===== src/rtl/cpu_pkg.sv =====
// Shared CPU types and helpers used by fetch and execute.
package cpu_pkg;

    typedef logic [31:0] inst_t;

    localparam int unsigned WORD_BYTES     = 4;
    localparam int unsigned PC_PIPE_OFFSET = 8;

    // PC reads two words ahead of the branch, hence the fixed offset.
    function automatic logic [31:0] branch_target(
        input logic [31:0] pc,
        input logic [23:0] imm24
    );
        return pc + 32'(PC_PIPE_OFFSET)
            + {{6{imm24[23]}}, imm24, 2'b00};
    endfunction

endpackage


===== src/rtl/fetch_unit_if.sv =====
// Fetch-stage bus: ROM address/data, redirect, and IF/ID outputs.
interface fetch_unit_if;
    import cpu_pkg::*;

    logic [31:0] PC;
    inst_t       rom_inst;
    logic        stall;
    logic        branch_taken;
    logic [31:0] branch_pc;
    logic [23:0] branch_imm24;
    inst_t       inst_out;
    logic [31:0] inst_pc;
    logic        inst_valid;
    logic        halted;

    modport master (
        output PC, inst_out, inst_pc, inst_valid, halted,
        input  rom_inst, stall, branch_taken,
        input  branch_pc, branch_imm24
    );

    modport slave (
        input  PC, inst_out, inst_pc, inst_valid, halted,
        output rom_inst, stall, branch_taken,
        output branch_pc, branch_imm24
    );

endinterface


===== src/rtl/fetch_skid.sv =====
// One-entry skid buffer holding an instruction and its address.
module fetch_skid
    import cpu_pkg::*;
(
    input  logic        clk,
    input  logic        rst,
    input  logic        load_i,
    input  logic        drain_i,
    input  logic        clear_i,
    input  inst_t       inst_i,
    input  logic [31:0] pc_i,
    output logic        valid_o,
    output inst_t       inst_o,
    output logic [31:0] pc_o
);

    logic        valid_q;
    inst_t       inst_q;
    logic [31:0] pc_q;

    always_ff @(posedge clk) begin
        if (rst || clear_i) begin
            valid_q <= 1'b0;
            inst_q  <= '0;
            pc_q    <= '0;
        end else if (load_i) begin
            valid_q <= 1'b1;
            inst_q  <= inst_i;
            pc_q    <= pc_i;
        end else if (drain_i) begin
            valid_q <= 1'b0;
        end
    end

    assign valid_o = valid_q;
    assign inst_o  = inst_q;
    assign pc_o    = pc_q;

endmodule


===== src/rtl/fetch_unit.sv =====
// Instruction fetch: PC, ROM latency absorption, IF/ID with skid,
// branch redirect with wrong-path squash, halt past end of ROM.
module fetch_unit
    import cpu_pkg::*;
#(
    parameter logic [31:0] RESET_PC   = 32'h0000_0000,
    parameter int unsigned IMEM_WORDS = 7
) (
    input logic          clk,
    input logic          rst,
    fetch_unit_if.master bus
);

    logic [31:0] pc_q, pc_d;
    logic        req_valid_q;
    logic [31:0] req_pc_q;
    logic        squash_q;
    inst_t       inst_q, inst_d;
    logic [31:0] ipc_q, ipc_d;
    logic        ival_q, ival_d;

    logic        skid_v;
    inst_t       skid_inst;
    logic [31:0] skid_pc;
    logic        skid_load, skid_drain, skid_clear;

    logic        in_range, usable;
    logic [31:0] pc_next;
    logic        br_c, cap_c, full_c, drain_c, run_c;

    assign in_range = (pc_q >> 2) < 32'(IMEM_WORDS);
    assign usable   = req_valid_q && !squash_q;
    assign pc_next  = in_range ? pc_q + 32'(WORD_BYTES) : pc_q;

    assign br_c    = bus.branch_taken;
    assign cap_c   = !br_c && bus.stall && !skid_v;
    assign full_c  = !br_c && bus.stall && skid_v;
    assign drain_c = !br_c && !bus.stall && skid_v;
    assign run_c   = !br_c && !bus.stall && !skid_v;

    always_comb begin
        pc_d       = pc_q;
        inst_d     = inst_q;
        ipc_d      = ipc_q;
        ival_d     = ival_q;
        skid_load  = 1'b0;
        skid_drain = 1'b0;
        skid_clear = 1'b0;
        unique case (1'b1)
            br_c: begin
                pc_d       = branch_target(bus.branch_pc, bus.branch_imm24);
                ival_d     = 1'b0;
                skid_clear = 1'b1;
            end
            cap_c: begin
                skid_load = usable;
            end
            // ROM word here is a refetch of the held PC; drop it.
            full_c: begin
            end
            drain_c: begin
                inst_d     = skid_inst;
                ipc_d      = skid_pc;
                ival_d     = 1'b1;
                skid_drain = 1'b1;
                pc_d       = pc_next;
            end
            run_c: begin
                ival_d = usable;
                if (usable) begin
                    inst_d = bus.rom_inst;
                    ipc_d  = req_pc_q;
                end
                pc_d = pc_next;
            end
            default: begin
            end
        endcase
    end

    always_ff @(posedge clk) begin
        if (rst) begin
            pc_q        <= RESET_PC;
            req_valid_q <= 1'b0;
            req_pc_q    <= '0;
            squash_q    <= 1'b0;
            inst_q      <= '0;
            ipc_q       <= '0;
            ival_q      <= 1'b0;
        end else begin
            pc_q        <= pc_d;
            req_valid_q <= in_range;
            req_pc_q    <= pc_q;
            squash_q    <= bus.branch_taken;
            inst_q      <= inst_d;
            ipc_q       <= ipc_d;
            ival_q      <= ival_d;
        end
    end

    fetch_skid u_skid (
        .clk    (clk),
        .rst    (rst),
        .load_i (skid_load),
        .drain_i(skid_drain),
        .clear_i(skid_clear),
        .inst_i (bus.rom_inst),
        .pc_i   (req_pc_q),
        .valid_o(skid_v),
        .inst_o (skid_inst),
        .pc_o   (skid_pc)
    );

    assign bus.PC         = pc_q;
    assign bus.inst_out   = inst_q;
    assign bus.inst_pc    = ipc_q;
    assign bus.inst_valid = ival_q;
    assign bus.halted     = !in_range;

endmodule

===== src/flat_wrapper.sv =====
// flat-port wrapper written by rule: the top's interface ports become plain ports
module fetch_unit_flat import cpu_pkg::*;
#(
    parameter logic [31:0] RESET_PC   = 32'h0000_0000,
    parameter int unsigned IMEM_WORDS = 7
)
  (clk, rst, bus_PC, bus_inst_out, bus_inst_pc, bus_inst_valid, bus_halted, bus_rom_inst, bus_stall, bus_branch_taken, bus_branch_pc, bus_branch_imm24);
  fetch_unit_if bus_i ();
  input logic clk;
  input logic rst;
  output wire logic [$bits(bus_i.PC)-1:0] bus_PC;
  output wire logic [$bits(bus_i.inst_out)-1:0] bus_inst_out;
  output wire logic [$bits(bus_i.inst_pc)-1:0] bus_inst_pc;
  output wire logic [$bits(bus_i.inst_valid)-1:0] bus_inst_valid;
  output wire logic [$bits(bus_i.halted)-1:0] bus_halted;
  input wire logic [$bits(bus_i.rom_inst)-1:0] bus_rom_inst;
  input wire logic [$bits(bus_i.stall)-1:0] bus_stall;
  input wire logic [$bits(bus_i.branch_taken)-1:0] bus_branch_taken;
  input wire logic [$bits(bus_i.branch_pc)-1:0] bus_branch_pc;
  input wire logic [$bits(bus_i.branch_imm24)-1:0] bus_branch_imm24;
  assign bus_PC = bus_i.PC;
  assign bus_inst_out = bus_i.inst_out;
  assign bus_inst_pc = bus_i.inst_pc;
  assign bus_inst_valid = bus_i.inst_valid;
  assign bus_halted = bus_i.halted;
  assign bus_i.rom_inst = bus_rom_inst;
  assign bus_i.stall = bus_stall;
  assign bus_i.branch_taken = bus_branch_taken;
  assign bus_i.branch_pc = bus_branch_pc;
  assign bus_i.branch_imm24 = bus_branch_imm24;
  fetch_unit #(.RESET_PC(RESET_PC), .IMEM_WORDS(IMEM_WORDS)) u_core (.clk(clk), .rst(rst), .bus(bus_i));
endmodule

===== config.mk =====
export PLATFORM = sky130hd
export DESIGN_NAME = fetch_unit_flat
export DESIGN_NICKNAME = d
export VERILOG_FILES = /design/src/rtl/cpu_pkg.sv /design/src/rtl/fetch_unit_if.sv /design/src/rtl/fetch_skid.sv /design/src/rtl/fetch_unit.sv /design/src/flat_wrapper.sv
export SDC_FILE = /design/constraint.sdc
export NUM_CORES = 1
export LEC_CHECK = 0
export CAP_MARGIN = 20
export CELL_PAD_IN_SITES_DETAIL_PLACEMENT = 2
export CELL_PAD_IN_SITES_GLOBAL_PLACEMENT = 2
export CORE_MARGIN = 2
export CORE_UTILIZATION = 33
export CTS_BUF_LIST = sky130_fd_sc_hd__clkbuf_8 sky130_fd_sc_hd__clkbuf_16
export DETAILED_ROUTE_END_ITERATION = 8
export PLACE_DENSITY = 0.86
export SLEW_MARGIN = 25
export SYNTH_ARGS = -nofsm -noshare
export SYNTH_HDL_FRONTEND = slang
export SYNTH_HIERARCHICAL = 1
export SYNTH_SLANG_ARGS = --single-unit

===== constraint.sdc =====
create_clock -name clk -period 6.4 [get_ports clk]
set_input_delay 1.28 -clock clk [delete_from_list [all_inputs] [get_ports clk]]
set_output_delay 1.28 -clock clk [all_outputs]
set_load 0.005 [all_outputs]

==> metrics.md <==
| Metric | Value |
|---|---|
| Rows | 60 |
| Mux cell area share after synthesis | 9.83% |
| Cell Area, Placed | 0.0112 mm^2 |
| TNS Setup | 0 ps |
| Syn Nets | 1165 |
| DR iter-0 viols | 383 |
| Number of flops mapped to enable cells by yosys | 0 |
| Synth Area in Simple Gates | 20.7% |
| Overflow left after global routing | 0 |
| Die ar. | 0.0288 mm^2 |
| Final Total Pwr | 2.83 mW |
| Fillers | 2902 |
| GR Util All Layers | 20.3% |
| Design Area, Final | 0.0118 mm^2 |
| Fin cells | 1524 |
| Worst-skew pair later-pin latency | 430 ps |
| Share of layout cells above drive strength 1 | 4.48% |
| Worst IR Drop VDD | 0.192 mV |
| Synth Area in Adders | 8.23% |
| Clk_skew | 11.5 ps |
| Number of synthesized register bits | 196 |
| RSZ-0062 raised after global routing | false |
| RR Startpoint | u_core/req_valid_q |
| Post-CTS Repair Setup Buffers | 0 |
| Diode count | 0 |
| Worst Hold Path EP | u_core/bus.inst_pc[24] |
| Core area | 0.0270 mm^2 |
| DRC Markers | 0 |
| Synth cell types | 61 |
| P_leak | 4.43 nW |
| Kind of end point of the critical path | register |
| Via count | 7941 |
| Final period utilization | 62.7% |
| Synth warn | 6 |
| Dpl ws | 1920 ps |
| Worst hold path class | register to register |
| Final min period | 4010 ps |
| Die width | 170 um |
| Fin. Hold Viols | 0 |
| Largest net degree at the start of global routing | 88 |
| WHS Path Cells | 2 |
| Synth Area in Compound Gates | 11.4% |
| Die Height | 170 um |
| Met1 GRT Util | 25.8% |
| Commonest non-fill, non-tap cell in the layout | nor2_1 |
| Crit path max fanout | 3 |
| Setup slack, reg-to-reg | 3770 ps |
| Capture point of the worst reg-to-reg path | u_core/u_skid/inst_o[21] |
| Worst Tran Pin Value | 848 ps |
| Most Crowded Layer GR | met2 |
| Via/cell ratio | 5.21 |
| Post-synthesis xor/xnor area fraction | 2.42% |
| M3 GR Usage | 3.64% |
| Commonest cells after routing, fill and taps aside | 243 x nor2_1, 196 x dfxtp_1, 188 x clkdlybuf4s50_1, 89 x mux2i_1, 58 x ha_1 |
| First-pass GRT wire length | 46.2 mm |
| Status | complete, no violations |
| Nets@finish | 1321 |
| Largest family of logic cells by synthesized area | simple AND/OR/NAND/NOR gates |
| DR WL/cell | 18.9 um |
| RD Place Congestion | 0.874 |
| Number of port buffers | 189 |
| PD cells | 241 mW/mm^2 |
| Slew Viols, Final | 0 |
| Final setup fails | 0 |
| TritonCTS Sinks | 196 |
| Multi-input gate area | 0.00479 mm^2 |
| Final ANT Viol Nets | 0 |
| Drt first pass iters | 4 |
| Sequential fraction of the synthesis area | 43.3% |
| Vias in the first global route | 8481 |
| CP Launch Type | input port |
| MaxCap Viol Count | 0 |
| Post-CTS sizing | 0 |
| Final worst slack | 2390 ps |
| Final wirelength | 28.9 mm |
| Crit path max-delay cell type | clkdlybuf4s50_1 |
| HPWL after DPL | 20.4 mm |
| Core Util, Final | 43.6% |
| CP required | 6720 ps |
| Worst-path cell chain | clkdlybuf4s50_1 > inv_1 > ha_1 > inv_1 > ha_1 > fa_1 > a21oi_1 > o211ai_1 > a21oi_1 > o21ai_0 > a211o_1 > xnor2_1 > a22o_1 |
| Area growth syn-to-layout | 29.7% |
| Reg area | 0.00392 mm^2 |
| Top_reg_cell synth | dfxtp_1 |
| Slew headroom | 43.5% |
| Post-CTS Hold Buffers | 0 |
| R2R depth | 6 |
| Crit Path Class | input port to register |
| Total CTS buffers | 17 |
| Ports | 190 |
| CTS H-tree lvls | 4 |
| Synth async-reset ratio | 0% |
| Critical Path AT | 4330 ps |
| Fmax | 0.249 GHz |
| Root Buffer | clkbuf_16 |
| CTS max path bufs | 2 |
| Post-synthesis cell count | 1014 |
| Placed cells | 1491 |
| Average footprint of a synthesized cell | 8.93 um^2 |
| Hold Slack | 492 ps |
| Initial antenna violation count | 0 |
| Initial core utilization | 33.6% |
| Slowest stage delay, CP | 460 ps |
| M2 GR Usage | 35.6% |
| Clock transition at path regs | 70 ps |
| Synth Cell Area | 0.00906 mm^2 |
| Hold Crit Start | u_core/req_pc_q[24] |
| CTS tree | built |
flip-flops by register name, summed over array words and instances (netlist names):
register	flops
u_core/u_skid/valid_o	1
u_core/squash_q	1
u_core/bus.inst_pc	32
u_core/bus.PC	32
u_core/bus.inst_out	32
u_core/req_pc_q	32
u_core/req_valid_q	1
u_core/u_skid/inst_o	32
u_core/u_skid/pc_o	32
u_core/bus.inst_valid	1
kinds of logic (layout without fill, tap and decap cells):
family,Yosys count,count (layout)
simple gates,410,410
mux,89,89
flops,196,196
buf+inv,79,248
xor+xnor,25,25
compound gates,156,156
fa+ha+maj,59,59
worst max path at each step:
| stage | startpoint | to | slack (ps) |
|---|---|---|---|
| floorplan | bus_branch_pc[3] | u_core/bus.PC[29] | 2810 |
| global placement | bus_branch_pc[3] | u_core/bus.PC[29] | 2020 |
| detailed placement | bus_branch_pc[3] | u_core/bus.PC[29] | 1920 |
| CTS | bus_branch_pc[3] | u_core/bus.PC[29] | 2380 |
| global route | bus_branch_imm24[1] | u_core/bus.PC[29] | 2210 |
| finish | bus_branch_pc[3] | u_core/bus.PC[29] | 2390 |
synth_stat cells (4+ instances only):
| cell type | number | area [um^2] |
|---|---|---|
| nand2_1 | 38 | 143 |
| o21ai_0 | 29 | 145 |
| nor2b_1 | 36 | 225 |
| xnor2_1 | 12 | 105 |
| buf_2 | 9 | 45.0 |
| nand2b_1 | 4 | 25.0 |
| o21a_1 | 6 | 45.0 |
| a21oi_1 | 37 | 185 |
| a211oi_1 | 31 | 233 |
| dfxtp_1 | 196 | 3920 |
| o21bai_1 | 5 | 37.5 |
| xor2_1 | 13 | 114 |
| a21o_1 | 9 | 67.6 |
| nor2_1 | 243 | 912 |
| clkbuf_1 | 37 | 139 |
| buf_1 | 4 | 15.0 |
| a22oi_1 | 7 | 52.6 |
| buf_6 | 9 | 101 |
| ha_1 | 58 | 726 |
| nor3_1 | 5 | 25.0 |
| nand3_1 | 14 | 70.1 |
| nand4_1 | 6 | 37.5 |
| inv_1 | 17 | 63.8 |
| a31oi_1 | 4 | 25.0 |
| o211ai_1 | 4 | 30.0 |
| nor4_1 | 46 | 288 |
| mux2i_1 | 89 | 891 |
cell type report:
class	count	area share (%)
multi-input cells	739	40.8
inverters	19	0.607
repair buffers	197	16.8
well taps	341	3.63
flip-flops and latches	196	33.4
clock inverters	15	1.20
clock buffers	17	3.62
worst max-delay path, delay by kind of cell:
kind,cells,cell delay (ps)
AOI/OAI and AO/OA,6,1480
xor gates and xnor gates,1,120
adders and majority gates,3,910
buffers and inverters,3,540
routing by layer:
layer	vias up	wire length [um]
met4	0	351
li1	3858	-
met1	3901	13200
met5	-	0
met2	161	14200
met3	21	1090
power breakdown:
group | internal [mW] | switching (mW) | leakage [nW]
Sequential | 1.26 | 0.0476 | 1.59
Combinational | 0.230 | 0.247 | 2.57
Clock | 0.546 | 0.499 | 0.271
Note: power is estimated with default switching activity, not from simulation.
